**config.mk**
```make
export PLATFORM = sky130hd
export DESIGN_NAME = writeback_regfile
export DESIGN_NICKNAME = d
export VERILOG_FILES = /design/src/rtl/cpu_pkg.sv /design/src/rtl/reg_file.sv /design/src/rtl/writeback_regfile.sv
export SDC_FILE = /design/constraint.sdc
export NUM_CORES = 2
export LEC_CHECK = 0
export ABC_AREA = 0
export BUFFER_PORTS_ARGS = -buffer_cell sky130_fd_sc_hd__buf_2
export CELL_PAD_IN_SITES_DETAIL_PLACEMENT = 1
export CELL_PAD_IN_SITES_GLOBAL_PLACEMENT = 1
export CORE_MARGIN = 2
export CORE_UTILIZATION = 40
export DETAILED_ROUTE_END_ITERATION = 10
export GPL_ROUTABILITY_DRIVEN = 0
export GPL_TIMING_DRIVEN = 0
export HOLD_SLACK_MARGIN = 0.03
export PLACE_DENSITY = 0.77
export REMOVE_ABC_BUFFERS = 1
export SLEW_MARGIN = 10
export SYNTH_ARGS = -nofsm -noshare
export SYNTH_HDL_FRONTEND = slang
export SYNTH_SLANG_ARGS = --single-unit
export TNS_END_PERCENT = 5
```
**constraint.sdc**
```tcl
create_clock -name clk -period 1.88 [get_ports clk]
set_input_delay 0.094 -clock clk [delete_from_list [all_inputs] [get_ports clk]]
set_output_delay 0.094 -clock clk [all_outputs]
set_load 0.01 [all_outputs]
```
**src/rtl/cpu_pkg.sv**
```systemverilog
// Shared CPU encodings: writeback destination/data selects and fixed register numbers.
// Used by writeback_regfile and reg_file (REGFILE_BYPASS_EN is consumed in reg_file).
package cpu_pkg;

    localparam int          NUM_REGS  = 32;
    localparam int          REG_W     = 5;
    localparam int          DATA_W    = 32;
    localparam logic [4:0]  REG_ZERO  = 5'd0;
    localparam logic [4:0]  REG_RA    = 5'd31;
    localparam logic [4:0]  REG_K0    = 5'd26;

    typedef enum logic [1:0] {
        DST_RT = 2'b00,
        DST_RD = 2'b01,
        DST_RA = 2'b10,
        DST_K0 = 2'b11
    } reg_dst_e;

    typedef enum logic [1:0] {
        WB_ALU     = 2'b00,
        WB_MEM     = 2'b01,
        WB_LINK    = 2'b10,
        WB_ALU_ALT = 2'b11
    } mem_to_reg_e;

endpackage

```
**src/rtl/reg_file.sv**
```systemverilog
// 32x32 register file, two combinational read ports, $0 hardwired to zero.
// Define REGFILE_BYPASS_EN to forward a same-cycle write onto the read ports.
module reg_file
    import cpu_pkg::*;
(
    input  logic              clk,
    input  logic              reset,
    input  logic              we_i,
    input  logic [REG_W-1:0]  waddr_i,
    input  logic [DATA_W-1:0] wdata_i,
    input  logic [REG_W-1:0]  raddr1_i,
    input  logic [REG_W-1:0]  raddr2_i,
    output logic [DATA_W-1:0] rdata1_o,
    output logic [DATA_W-1:0] rdata2_o
);

    logic [DATA_W-1:0] regs_q [NUM_REGS];

    always_ff @(posedge clk or negedge reset) begin
        if (!reset) begin
            for (int i = 0; i < NUM_REGS; i++) begin
                regs_q[i] <= '0;
            end
        end else if (we_i && (waddr_i != REG_ZERO)) begin
            regs_q[waddr_i] <= wdata_i;
        end
    end

    // Bypass is held off during reset so reads always see the cleared array then.
    always_comb begin
        rdata1_o = regs_q[raddr1_i];
        rdata2_o = regs_q[raddr2_i];
`ifdef REGFILE_BYPASS_EN
        if (reset && we_i && (waddr_i != REG_ZERO)) begin
            if (raddr1_i == waddr_i) rdata1_o = wdata_i;
            if (raddr2_i == waddr_i) rdata2_o = wdata_i;
        end
`endif
        if (raddr1_i == REG_ZERO) rdata1_o = '0;
        if (raddr2_i == REG_ZERO) rdata2_o = '0;
    end

endmodule

```
**src/rtl/writeback_regfile.sv**
```systemverilog
// Writeback stage: destination/data muxes, committed-write counter and the register file.
// REGFILE_BYPASS_EN (see reg_file) enables same-cycle write-to-read forwarding.
module writeback_regfile
    import cpu_pkg::*;
(
    input  logic              clk,
    input  logic              reset,
    input  logic [DATA_W-1:0] PC_plus4,
    input  logic [DATA_W-1:0] Data_Mem_Out,
    input  logic [DATA_W-1:0] ALUOut,
    input  logic [1:0]        RegDst,
    input  logic              RegWr,
    input  logic [1:0]        MemToReg,
    input  logic [REG_W-1:0]  RegisterRd,
    input  logic [REG_W-1:0]  RegisterRt,
    input  logic [REG_W-1:0]  Read_register1,
    input  logic [REG_W-1:0]  Read_register2,
    output logic [DATA_W-1:0] Read_data1,
    output logic [DATA_W-1:0] Read_data2,
    output logic [REG_W-1:0]  Write_register,
    output logic [DATA_W-1:0] Write_data,
    output logic              Write_en,
    output logic [DATA_W-1:0] Wb_count
);

    logic [DATA_W-1:0] wbCount_q;
    logic [DATA_W-1:0] wbCount_d;

    always_comb begin
        Write_register = RegisterRt;
        case (RegDst)
            DST_RT:  Write_register = RegisterRt;
            DST_RD:  Write_register = RegisterRd;
            DST_RA:  Write_register = REG_RA;
            DST_K0:  Write_register = REG_K0;
            default: Write_register = RegisterRt;
        endcase
    end

    always_comb begin
        Write_data = ALUOut;
        case (MemToReg)
            WB_ALU:     Write_data = ALUOut;
            WB_MEM:     Write_data = Data_Mem_Out;
            WB_LINK:    Write_data = PC_plus4;
            WB_ALU_ALT: Write_data = ALUOut;
            default:    Write_data = ALUOut;
        endcase
    end

    assign Write_en = RegWr && (Write_register != REG_ZERO);

    // Counts only writes that actually land in the array; wraps naturally at 2^32.
    always_comb begin
        wbCount_d = wbCount_q;
        if (Write_en) wbCount_d = wbCount_q + 32'd1;
    end

    always_ff @(posedge clk or negedge reset) begin
        if (!reset) wbCount_q <= '0;
        else        wbCount_q <= wbCount_d;
    end

    assign Wb_count = wbCount_q;

    reg_file u_reg_file (
        .clk      (clk),
        .reset    (reset),
        .we_i     (Write_en),
        .waddr_i  (Write_register),
        .wdata_i  (Write_data),
        .raddr1_i (Read_register1),
        .raddr2_i (Read_register2),
        .rdata1_o (Read_data1),
        .rdata2_o (Read_data2)
    );

endmodule
```
# After elaboration in Yosys (flattened, before gate mapping)

Cells that the tools add are included.

Output and inout port bits: 134
Word-level logic and storage cells: 69
Latch bits: 0
Register bits: 1,056
Bits in read-only memories: 0
Memories kept: 0
Bits in writable memories: 0

Equal/unequal tests: 6
Add/sub/neg operators: 1
Reductions and logical operators: 9
Divide/modulo/power cells: 0
Shifts and indexed selects: 0
Multiplexer cells: 13
Order comparisons: 4
Multipliers: 0
Bitwise operators: 3

Operators by type and width:

| operator                                                   | number |
|---|---|
| bitwise mux 1024 bit                                       | 1 |
| binary-select mux 32 bit (select 5 bit)                    | 2 |
| 2-to-1 mux 32 bit                                          | 7 |
| demux 32 bit (select 5 bit)                                | 1 |
| case mux 32 bit (3 select lines)                           | 1 |
| adder 32 x 1 -> 32 bit, second input constant              | 1 |
| case mux 5 bit (4 select lines)                            | 1 |
| greater-or-equal comparator 6 bit, second input constant   | 3 |
| inverter 5 -> 6 bit                                        | 3 |
| zero test 5 bit                                            | 2 |
| equality test 2 bit, second input constant                 | 4 |
| less-than comparator 6 x 1 -> 1 bit, second input constant | 1 |
| nonzero test 5 bit                                         | 1 |
| equality test 2 x 1 -> 1 bit, second input constant        | 2 |
| zero test 2 bit                                            | 2 |
| logical AND 1 bit                                          | 3 |
| OR reduction 2 bit                                         | 1 |

# Longest topological paths before layout

Word-level depth: 8
Mapped depth: 9
Mapped depth without buffers: 6

# By module

Synthesis repeated with hierarchy kept, for this count alone.

Cells, all modules: 3,887
Area total of the unflattened synthesis: 56,594.3 um^2

By module, submodules not included:

| module            | instances | cells an instance | area each (um^2) |
|---|---|---|---|
| reg_file          | 1         | 3,621             | 54,357.1 |
| writeback_regfile | 1         | 266               | 2,237.1 |

# Worst setup path before layout

OpenSTA, ideal clock, no wires.

Kind: input to output
From: input Read_register2[1]
To: output Read_data2[15]
Required time: 1.786 ns
Arrival: 2.078 ns
Setup slack: -0.292 ns
Stages on the path: 8
Path through: buf_2 -> buf_4 -> buf_4 -> buf_2 -> buf_2 -> mux4_2 -> mux2i_1 -> a2111oi_0

Longest elaborated chain between the ends: 5

RTL lines:

| what                                                  | RTL line                | text |
|---|---|---|
| start: declaration                                    | writeback_regfile.sv:17 | `input logic [REG_W-1:0] Read_register2,` |
| inverter 5 -> 6 bit (not written as such)             | reg_file.sv:32          | `rdata2_o = regs_q[raddr2_i];` |
| binary-select mux 32 bit (select 5 bit)               | reg_file.sv:32          |  |
| 2-to-1 mux 32 bit (not written as such) (2 in series) | reg_file.sv:32          |  |
| 2-to-1 mux 32 bit *                                   | reg_file.sv:40          | `if (raddr2_i == REG_ZERO) rdata2_o = '0;` |
| end: declaration                                      | writeback_regfile.sv:19 | `output logic [DATA_W-1:0] Read_data2,` |

Every way passes the cells marked *; elsewhere a longest branch is shown, timed or not. The select of a mux whose other input is x is not followed.

# Final worst setup path

From: register u_reg_file.regs_q[358] (netlist name)
To: output Read_data1[6]

Longest elaborated chain between the ends: 4

RTL lines:

| what                                                  | RTL line                | text |
|---|---|---|
| start: declaration                                    | reg_file.sv:17          | `logic [DATA_W-1:0] regs_q [NUM_REGS];` |
| start signal: indexed assignment                      | reg_file.sv:25          | `regs_q[waddr_i] <= wdata_i;` |
| binary-select mux 32 bit (select 5 bit)               | reg_file.sv:31          | `rdata1_o = regs_q[raddr1_i];` |
| 2-to-1 mux 32 bit (not written as such) (2 in series) | reg_file.sv:31          |  |
| 2-to-1 mux 32 bit                                     | reg_file.sv:39          | `if (raddr1_i == REG_ZERO) rdata1_o = '0;` |
| end: declaration                                      | writeback_regfile.sv:18 | `output logic [DATA_W-1:0] Read_data1,` |

Every way passes these cells. The select of a mux whose other input is x is not followed.

==> qor.log <==
qor: synthesis.synth_seq_area_share 47.5%
qor: power_and_ir_drop.leakage_power_total 29.3 nW
qor: power_and_ir_drop.vdd.ir_drop.worst 759 uV
qor: synthesis.synth_enable_flop_cells 0
qor: timing.hold_ws -714 ps
qor: cts.inserted_clock_buffers 111
qor: die.die-height 377 um
qor: power_and_ir_drop.total_power 68.8 mW
qor: critical_path.endpoint_arrival_time_on_the_critical_path 2570 ps
qor: drt.drt-initial-drc-count 4860
qor: cts.ctsLongestPathBuffers 3
qor: drt.drt_first_pass_iters 5
qor: timing.achievable-frequency 375 MHz
qor: timing.period_needed 2670 ps
qor: critical_path.path_cells mux4_2, mux2i_2, nor2_2, a221oi_4, a21oi_2, buf_2
qor: timing.rsz_0062_raised_after_global_routing true
qor: drt.avgRoutedWirePerCell 32.9 um
qor: synthesis.synthArstFlopShare 100%
qor: timing.finalClockSkew 14.7 ps
qor: timing.final_min_period_over_clock_period 142%
qor: place.place_area 59900 um^2
qor: final_layout.nets 4810
qor: cts.clk-insertion-delay-late 740 ps
qor: critical_path.critPathSlowestCell sky130_fd_sc_hd__mux4_2
qor: status.failed_checks negative hold slack, negative setup slack
qor: timing.max_slew.worst_pin.slew 1020 ps
qor: worst_hold_path.hold_path_class input pin to asynchronous set/reset pin
qor: global_routing.first_pass_grt_wire_length 312000 um
qor: final_layout.fillerInstances 13774
qor: die.initial_core_util 40.4%
qor: timing.slew_headroom 31.6%
qor: place.detailed_place_hpwl 126000 um
qor: critical_path.critPathLaunchType flip-flop
qor: timing.setup_violations 684
qor: critical_path.worst_path_maximum_fanout 3
qor: synthesis.avgSynthCellArea 12.5 um^2
qor: job.cap_violations 0
qor: cts.path_clk_slew 70 ps
qor: drt.route.detailed.vias_per_inst 6.56
qor: synthesis.ys_seq_elements 1056
qor: die.pin_count 257
qor: synthesis.number_of_synthesis_warnings 0
qor: timing.finalWorstSetupSlack -787 ps
qor: final_layout.antenna_cells_inserted 0
qor: critical_path.path_class flip-flop to output port
qor: global_routing.vias_in_the_first_global_route 45793
qor: critical_path.critical_path.top_delay_family multiplexers
qor: status.outcome finished, violations left
qor: synthesis.synth_flop_type sky130_fd_sc_hd__dfrtp_1
qor: die.die_width 377 um
qor: final_layout.stdcell_area 67200 um^2
qor: global_routing.number_of_antenna_violations_at_the_first_check_in_global_routing 8
qor: synthesis.netlist_instances 4439
qor: global_routing.grt_overflow 0
qor: cts.cts_tree built
qor: global_routing.grt_max_degree 153
qor: cts.cts-htree-levels 3
qor: critical_path.worst_setup_path_end_kind output port
qor: final_layout.drive_gt1_share 40.1%
qor: timing.finalHoldViolations 536
qor: global_routing.grt_overall_usage 29.9%
qor: drt.dr_total_vias 43095
qor: synthesis.syn-cell-area 55600 um^2
qor: drt.drt.antenna.violating_nets 0
qor: power_and_ir_drop.power.density_cell_area 1020 nW/um^2
qor: critical_path.cp_data_required_time 1790 ps
qor: cts.tritoncts_num_sinks 1056
qor: die.floorplan.rows 136
qor: cts.cts-root-buf sky130_fd_sc_hd__clkbuf_16
qor: place.numPortBuffers 256
qor: critical_path.max_stage_delay 520 ps
qor: critical_path.crit_buf_inv 1
qor: die.floorplan.core_area 138000 um^2
qor: drt.drt_drc_violations_left 0
qor: timing.slew_violations 0
qor: die.die-area 142000 um^2
qor: final_layout.layout.cells.most_common_list sky130_fd_sc_hd__dfrtp_1, sky130_fd_sc_hd__nand2_1, sky130_fd_sc_hd__o21ai_0, sky130_fd_sc_hd__mux4_2, sky130_fd_sc_hd__mux2_2
qor: drt.routed_wirelength 217000 um
qor: final_layout.layout.cells.most_common sky130_fd_sc_hd__dfrtp_1
qor: final_layout.area_growth_from_synthesis_to_final_layout 21.0%
qor: synthesis.yosysUniqueCellTypes 59
[worst paths after layout]
kind,slack [ps],cells past startpoint,startpoint,to
worst max-delay path,-790,6,u_reg_file.regs_q[358],Read_data1[6]
worst min-delay path,-710,1,reset,u_reg_file.regs_q[16]
max in group asynchronous,590,4,reset,u_reg_file.regs_q[892]
min in group clk,-20,4,PC_plus4[14],u_reg_file.regs_q[14]
worst min register to register,400,0,u_reg_file.regs_q[1020],u_reg_file.regs_q[1020]
worst max register to register,-200,5,Wb_count[2],Wb_count[31]
[layout make-up]
class                      instances  area (um^2)  area share [%]
inverter                          42          231           0.344
sequential                      1056        26400            39.3
multi-input combinational       2885        28400            42.2
clock inverter                    43          551           0.819
tap                             1794         2240            3.34
clock buffer                     164         3440            5.12
timing repair buffer             588         5980            8.90
[Yosys cell counts, drive strengths merged, types with 2 or more instances]
library cell,number,area share (%)
dfrtp,1056,48
nand2,644,4.3
o21ai,620,5.6
mux4,512,21
mux2,476,9.8
clkbuf,310,2.1
buf,148,1.4
mux2i,110,2.0
a21oi,102,0.96
nor2,70,0.48
a22oi,50,0.68
a221oi,46,0.72
inv,41,0.28
nand4,34,0.47
nor2b,33,0.37
o21a,33,0.45
a211oi,23,0.32
xnor2,18,0.28
a211o,15,0.24
nor3,13,0.13
xor2,13,0.20
a31oi,10,0.11
nand3,9,0.081
a2111oi,8,0.13
nor4,6,0.068
nand2b,4,0.045
or2,4,0.045
and2,3,0.034
ha,3,0.068
nor4b,3,0.047
o22ai,3,0.034
or3b,3,0.047
and3,2,0.023
nand3b,2,0.027
nor3b,2,0.027
o2111ai,2,0.032
or3,2,0.023
[state kept, by name (all words and copies together), names as in the netlist]
register / flops
Wb_count: 32
u_reg_file.regs_q: 1024
[layer usage]
layer | vias up | share of wire, % | global-route usage, %
li1 | 16974 | - | -
met1 | 23046 | 39 | 39.0
met2 | 2414 | 47 | 46.9
met3 | 657 | 9.1 | 7.17
met4 | 4 | 5.2 | 14.5
met5 | - | 0.011 | 0
[what timing repair did]
item                       4_1_cts  5_1_grt
hold endpoints to repair       746      692
setup endpoints to repair     1028     1058
buffers inserted                33       89
hold buffers                    18       40
gates cloned                    14        2
pin swaps                       59       29
gates resized for setup        201      100
[where the power goes]
group	total (mW)	switching [mW]	internal [mW]	leakage [nW]
clock network	24.2	9.94	14.3	1.99
registers	29.8	3.25	26.5	14.1
logic	14.9	7.33	7.52	13.2
[per-stage QoR]
step | util, % | cells | TNS, ps | hold WS, ps | worst slack [ps]
3_5_place_dp | 43.5 | 6170 | -1260860 | 57.9 | -1750
4_1_cts | 47.7 | 6441 | -212200 | -709 | -750
5_1_grt | 48.8 | 6572 | -199090 | -696 | -833
6_report | 48.8 | 6572 | -156750 | -714 | -787
2_1_floorplan | - | 3981 | -743000 | -202 | -2220
3_3_place_gp | 41.5 | 6031 | - | 376 | -22650
[cell families after synthesis]
logic type,share of synthesized area (%)
compound gates,9.35
mux,32.5
xor+xnor,0.489
fa+ha+maj,0.0675
flops,47.5
simple gates,6.30
buf+inv,3.76
Power figures use the tool's default switching activity.
